### src/rtl/cs.sv
// 9-sample streaming smoothing filter: Y blends the window sum with the
// window element nearest to, but not above, the window mean.
module cs (
  input  logic       clk,
  input  logic       reset,
  input  logic [7:0] X,
  output logic [9:0] Y
);

  localparam int unsigned N = 9;

  logic [7:0]  win      [N];
  logic [7:0]  win_next [N];
  logic [11:0] sum;
  logic [7:0]  xavg;
  logic [7:0]  xappr;
  logic [12:0] total;
  logic [9:0]  y_next;

  // The result is computed from the shifted window, so the sample captured at
  // this edge already contributes to Y at the same edge.
  always_comb begin
    win_next[0] = X;
    for (int k = 1; k < N; k++) begin
      win_next[k] = win[k-1];
    end
  end

  always_comb begin
    // NOTE: every variable gets a default before the loops so no latch is inferred.
    sum   = '0;
    xappr = '0;
    for (int k = 0; k < N; k++) begin
      sum = sum + 12'(win_next[k]);
    end
    xavg = 8'(sum / 12'd9);
    // Starting from 0 is safe: the window minimum never exceeds the mean.
    for (int k = 0; k < N; k++) begin
      if (win_next[k] <= xavg && win_next[k] > xappr) begin
        xappr = win_next[k];
      end
    end
    total  = 13'(sum) + 13'(xappr) * 13'd9;
    y_next = 10'(total >> 3);
  end

  // NOTE: the window is a handful of flops rather than a RAM, so it is cleared
  // on reset; stale samples must not leak into results after a mid-stream reset.
  always_ff @(posedge clk) begin
    if (!reset) begin
      for (int k = 0; k < N; k++) begin
        win[k] <= '0;
      end
      Y <= '0;
    end else begin
      // NOTE: non-blocking assignments keep the shift order-independent.
      for (int k = 0; k < N; k++) begin
        win[k] <= win_next[k];
      end
      Y <= y_next;
    end
  end

endmodule

### config.mk
export PLATFORM = sky130hd
export DESIGN_NAME = cs
export DESIGN_NICKNAME = d
export VERILOG_FILES = /design/src/rtl/cs.sv
export SDC_FILE = /design/constraint.sdc
export NUM_CORES = 1
export LEC_CHECK = 0
export BUFFER_PORTS_ARGS = -buffer_cell sky130_fd_sc_hd__buf_2
export CORE_UTILIZATION = 50
export CTS_CLUSTER_DIAMETER = 100
export DETAILED_ROUTE_END_ITERATION = 8
export PLACE_DENSITY = 0.66
export SYNTH_ARGS = -nofsm -noshare
export SYNTH_HDL_FRONTEND = slang
export SYNTH_SLANG_ARGS = --single-unit
### constraint.sdc
create_clock -name clk -period 33.2 [get_ports clk]
set_input_delay 1.66 -clock clk [delete_from_list [all_inputs] [get_ports clk]]
set_output_delay 1.66 -clock clk [all_outputs]
set_load 0.05 [all_outputs]
* After elaboration in Yosys (flattened, before gate mapping)
Memory sizes are Yosys's and may differ from the RTL's. Index checks and enable logic that the tools add are counted.
Word-level totals: register bits after elaboration 10, RAM bits 72, output and inout port bits 10, logic and storage cells 69, memories 1
Memories:
- win | words 9, width 8, rd ports 8, clocked after Yosys merged registers in 0, wr ports 9, line 12 | logic [7:0] win [N];
Cells by class: add/sub/neg operators 9, multipliers 1, div/mod/pow operators 1, order comparisons 18, muxes and demuxes 20, bitwise gates (word level) 9, reductions and logical operators 9
Operators with widths (count):
- 8-bit two-way mux | 18
- 8-bit <= comparator | 9
- 8-bit greater-than comparator | 8
- 12-bit by 8-bit adder with 12-bit output | 4
- 12-bit by 12-bit adder with 13-bit output | 1
- 11-bit by 8-bit adder with 12-bit output | 1
- 12-bit by 4-bit divider with 12-bit output, second input constant | 1
- 8-bit by 4-bit multiplier with 12-bit output, second input constant | 1
- 10-bit by 8-bit adder with 11-bit output | 1
- 9-bit by 8-bit adder with 10-bit output | 1
- 8-bit by 8-bit adder with 9-bit output | 1
- 1-bit logical AND | 9
- 1-bit OR | 9
- 8-bit by 1-bit greater-than comparator with 1-bit output, second input constant | 1
- 1-bit two-way mux | 2

* Depth between registers and ports, before layout
word-level depth 38, gate-level depth with buffers 150, depth with buffers taken out 139

* Worst setup path before layout
No wires, ideal clock.
path kind input -> register, from input X[2], to register Y[8], setup time 0.118 ns, arrival time 28.524 ns, required time 33.082 ns, setup slack 4.558 ns, stages on the path 135, buffers on the path 9, cell sequence inv_1 fa_1 inv_1 fa_1 fa_1 inv_1 fa_1 inv_1 ha_1 inv_1 fa_1 nor2b_1 o21ai_0 a21boi_0 o21ai_0 a21boi_0 o21a_1 o21ai_0 (+99 left out) o21ai_0 nand2b_1 a21oi_1 o21ai_0 o311ai_0 clkbuf_1 clkbuf_1 nor2_1 a21oi_1 ha_1 fa_1 ha_1 a21oi_1 nor2_1 a21oi_1 o211ai_1 a311o_1 mux2i_1
On the way: longest elaborated chain between the ends 38, elaborated cells between the ends (all ways) 47, classes of those cells 9 x add/sub; 1 x mul; 1 x div; 18 x order compare; 9 x mux; 9 x reduce/logical
RTL lines:
- from (decl) | line 6 | input logic [7:0] X,
- 8-bit by 8-bit adder with 9-bit output | line 34 | sum = sum + 12'(win_next[k]);
- 9-bit by 8-bit adder with 10-bit output | line 34
- 10-bit by 8-bit adder with 11-bit output | line 34
- 11-bit by 8-bit adder with 12-bit output | line 34
- 12-bit by 8-bit adder with 12-bit output (4 in series) | line 34
- 12-bit by 4-bit divider with 12-bit output | line 36 | xavg = 8'(sum / 12'd9);
- 8-bit <= comparator | line 39 | if (win_next[k] <= xavg && win_next[k] > xappr) begin
- 1-bit logical AND | line 39
- (+19 left out)
- 8-bit greater-than comparator | line 39
- 1-bit logical AND | line 39
- 8-bit two-way mux | line 39
- 8-bit greater-than comparator | line 39
- 1-bit logical AND | line 39
- 8-bit two-way mux | line 39
- 8-bit by 4-bit multiplier with 12-bit output | line 43 | total = 13'(sum) + 13'(xappr) * 13'd9;
- 12-bit by 12-bit adder with 13-bit output * | line 43
- to (signal assigned) | line 60 | Y <= y_next;
- to (decl) | line 7 | output logic [9:0] Y
Every way passes the cells marked *; elsewhere a longest branch is shown, timed or not. A chain may end at the register's enable or synchronous reset.

* Worst setup path after layout
Same ends and word-level chain as after synthesis.

==> metrics.txt <==
fmax=between 30 and 40 MHz; number of synthesized flops with an enable pin=0; Worst Min Path Start=win[0][28]; Setup CP Type=in -> reg; max-slew violations=0; layout cells sized above 1=about 6.8%; post-layout min period=30.57 ns; Reg area=1481 um^2; Setup Fix Bufs, Post-CTS=0; design area=10010 um^2; Max Cap Viol=0; worst endpoint required time=roughly 33 ns; antenna cells=0; antenna violations before repair=0; Vias/cell=5.786; post-CTS sizing=0; clock transition at the registers of the reported paths=0.07 ns; Multi-input gate area=7199 um^2; WHS Endpoint=win[0][36]; top_reg_cell synth=dfxtp_1; startpoint types=input pin; via count=7990; Routed Antenna Nets=0; Post-Syn Instances=1136; length of the first detailed-routing pass in iterations=7; vias in the first global route=~7600; Initial Util=between 50% and 60%; commonest non-fill, non-tap cell in the layout=ha_1; I/O pin cnt=20; Core Box Area=18150 um^2; sequential share of the synthesized area=15.86%; DR WL/cell=17.63 um; Worst Skew=0.01623 ns; Least-Margin Pin Slew=1.178 ns; Max Root-Sink Buffers=2; CTS buffer count=9; CTS Root Cell=clkbuf_16; largest net degree at the start of global routing=35; Max-slew headroom=around a fifth; gpl congestion=a little under 1; syn_nets=1366; Hold Crit Depth=2; fin crit share=between 90% and 100%; HPWL after detailed placement=19590 um; RSZ-0062 raised after global routing=no; Most Frequent Cell on Critical Path=ha_1; Std-Cell Rows=49; Die Y=138.7 um; Slowest cell on crit path=o311ai_2; worst-path fanout max=20; hold buffer count at cts=0; number of synthesis warnings=0; Final TNS setup=0 ns; DRC=0; Synth Cell Area=9341 um^2; post-synthesis cell type count=74; final setup fails=0; synthesis-to-layout area growth=7.152%; Final Non-Filler Cells=roughly 1400; worst reg2reg path depth=between 100 and 150; Post-Syn Area per Cell=8.223 um^2; H-tree depth=3; most frequent cells in the layout=ha_1 (161), inv_1 (151), nor2_1 (108); run status=complete, no violations; global-route wire length before repair=39950 um; CTS tree=yes; R2R Path Start=win[0][10]; Yosys reg bits=74; DP Area=about 9700 um^2; die area=about 19000 um^2; Die X=approximately 140 um; crit path capture type=flop; Post-Route WL=24350 um; nets@finish=1377; # fillers=1699; WP data arrival=30.81 ns; IO buf count=19; 1st-iter DRT viols=roughly 650; r2r setup slk=3.43 ns; Hold Crit Class=reg -> reg; placed insts=1365; final count of hold timing violations=0; gr usage total=around a quarter; CP max stage delay=1.02 ns; async set-reset flop share out of synthesis=0%; grt total ovfl=0; r2r endpoint=Y[8]; clk_lat worst skew=about 0.35 ns; CTS sink count=74
registers in the layout, indices dropped and copies added, names as in the netlist:
signal  cells
Y          10
win        64
worst max path at each step:
stage,cells after the start,startpoint,to
after global routing,132,X[2],Y[8]
final,126,X[2],Y[8]
after CTS,131,X[2],Y[8]
after floorplan,135,X[2],Y[8]
after global placement,130,X[2],Y[8]
after detailed placement,131,X[2],Y[8]
cell usage after synthesis (3+ instances only):
cell type	instances	area, um^2
ha_1	161	2014
inv_1	151	566.8
nor2_1	108	405.4
a21oi_1	89	445.4
dfxtp_1	74	1481
o21ai_0	66	330.3
fa_1	59	1181
nand2_1	53	198.9
and2_1	32	200.2
nand3_1	32	160.2
clkbuf_1	23	86.33
mux2i_1	23	230.2
a21o_1	19	142.6
nand4_1	19	118.9
xnor2_1	19	166.4
nand2b_1	16	100.1
nor2b_1	16	100.1
nor3_1	14	70.07
o21a_1	13	97.59
o211ai_1	12	90.09
mux2_2	11	123.9
and3_1	7	43.79
a211oi_1	6	45.04
xor2_1	6	52.55
a21boi_0	5	37.54
a31o_2	5	43.79
o21ai_1	5	25.02
o22ai_1	5	31.28
o31ai_1	5	37.54
a22oi_1	4	30.03
a31oi_1	4	25.02
buf_1	4	15.01
maj3_1	4	40.04
nor4_1	4	25.02
and4_1	3	26.28
o31a_1	3	26.28
or2_2	3	18.77
or3_1	3	18.77
kinds of logic after synthesis:
| group | synth area share [%] |
|---|---|
| AND/OR/NAND/NOR | 16.85 |
| adder cells (fa/ha/maj) | 34.64 |
| XOR/XNOR | 2.585 |
| buffers and inverters | 7.233 |
| multiplexers | 4.112 |
| AO/OA/AOI/OAI | 18.73 |
| flip-flops | 15.86 |
metrics by stage:
| step | worst slack (ns) | utilization, % | hold WS, ns |
|---|---|---|---|
| floorplan | 4.558 | - | 0.4743 |
| global placement | 3.496 | 53.43 | 0.5256 |
| detailed placement | 2.788 | 53.43 | 0.5234 |
| CTS | 3.088 | 55.16 | 0.5416 |
| global route | 0.08366 | 55.16 | 0.5895 |
| finish | 2.634 | 55.16 | 0.5467 |
per-layer routing:
| metal | GRT usage [%] | wire [um] |
|---|---|---|
| met1 | 38.69 | 12100 |
| met2 | 40.88 | 10490 |
| met3 | 4.109 | 1497 |
| met4 | 5.848 | 262 |
| met5 | 0 | 0 |
final cells by class:
type / count / area share, %
Inverter: 153 / 5.738
Sequential cell: 74 / 14.80
Tap cell: 229 / 2.863
Clock inverter: 6 / 0.7375
Multi-Input combinational cell: 882 / 71.92
Timing Repair Buffer: 27 / 1.550
Clock buffer: 10 / 2.387
worst max-delay path, delay by kind of cell:
family / cells / cell delay (ns)
multiplexers: 7 / 1.48
adder cells (fa/ha/maj): 20 / 6.75
buffers and inverters: 16 / 1.74
XOR/XNOR: 2 / 0.71
AO/OA/AOI/OAI: 53 / 12.92
AND/OR/NAND/NOR: 28 / 5.50
Power is not shown: default switching activity piles up to over one toggle a cycle in this logic, so the estimate is an artifact.
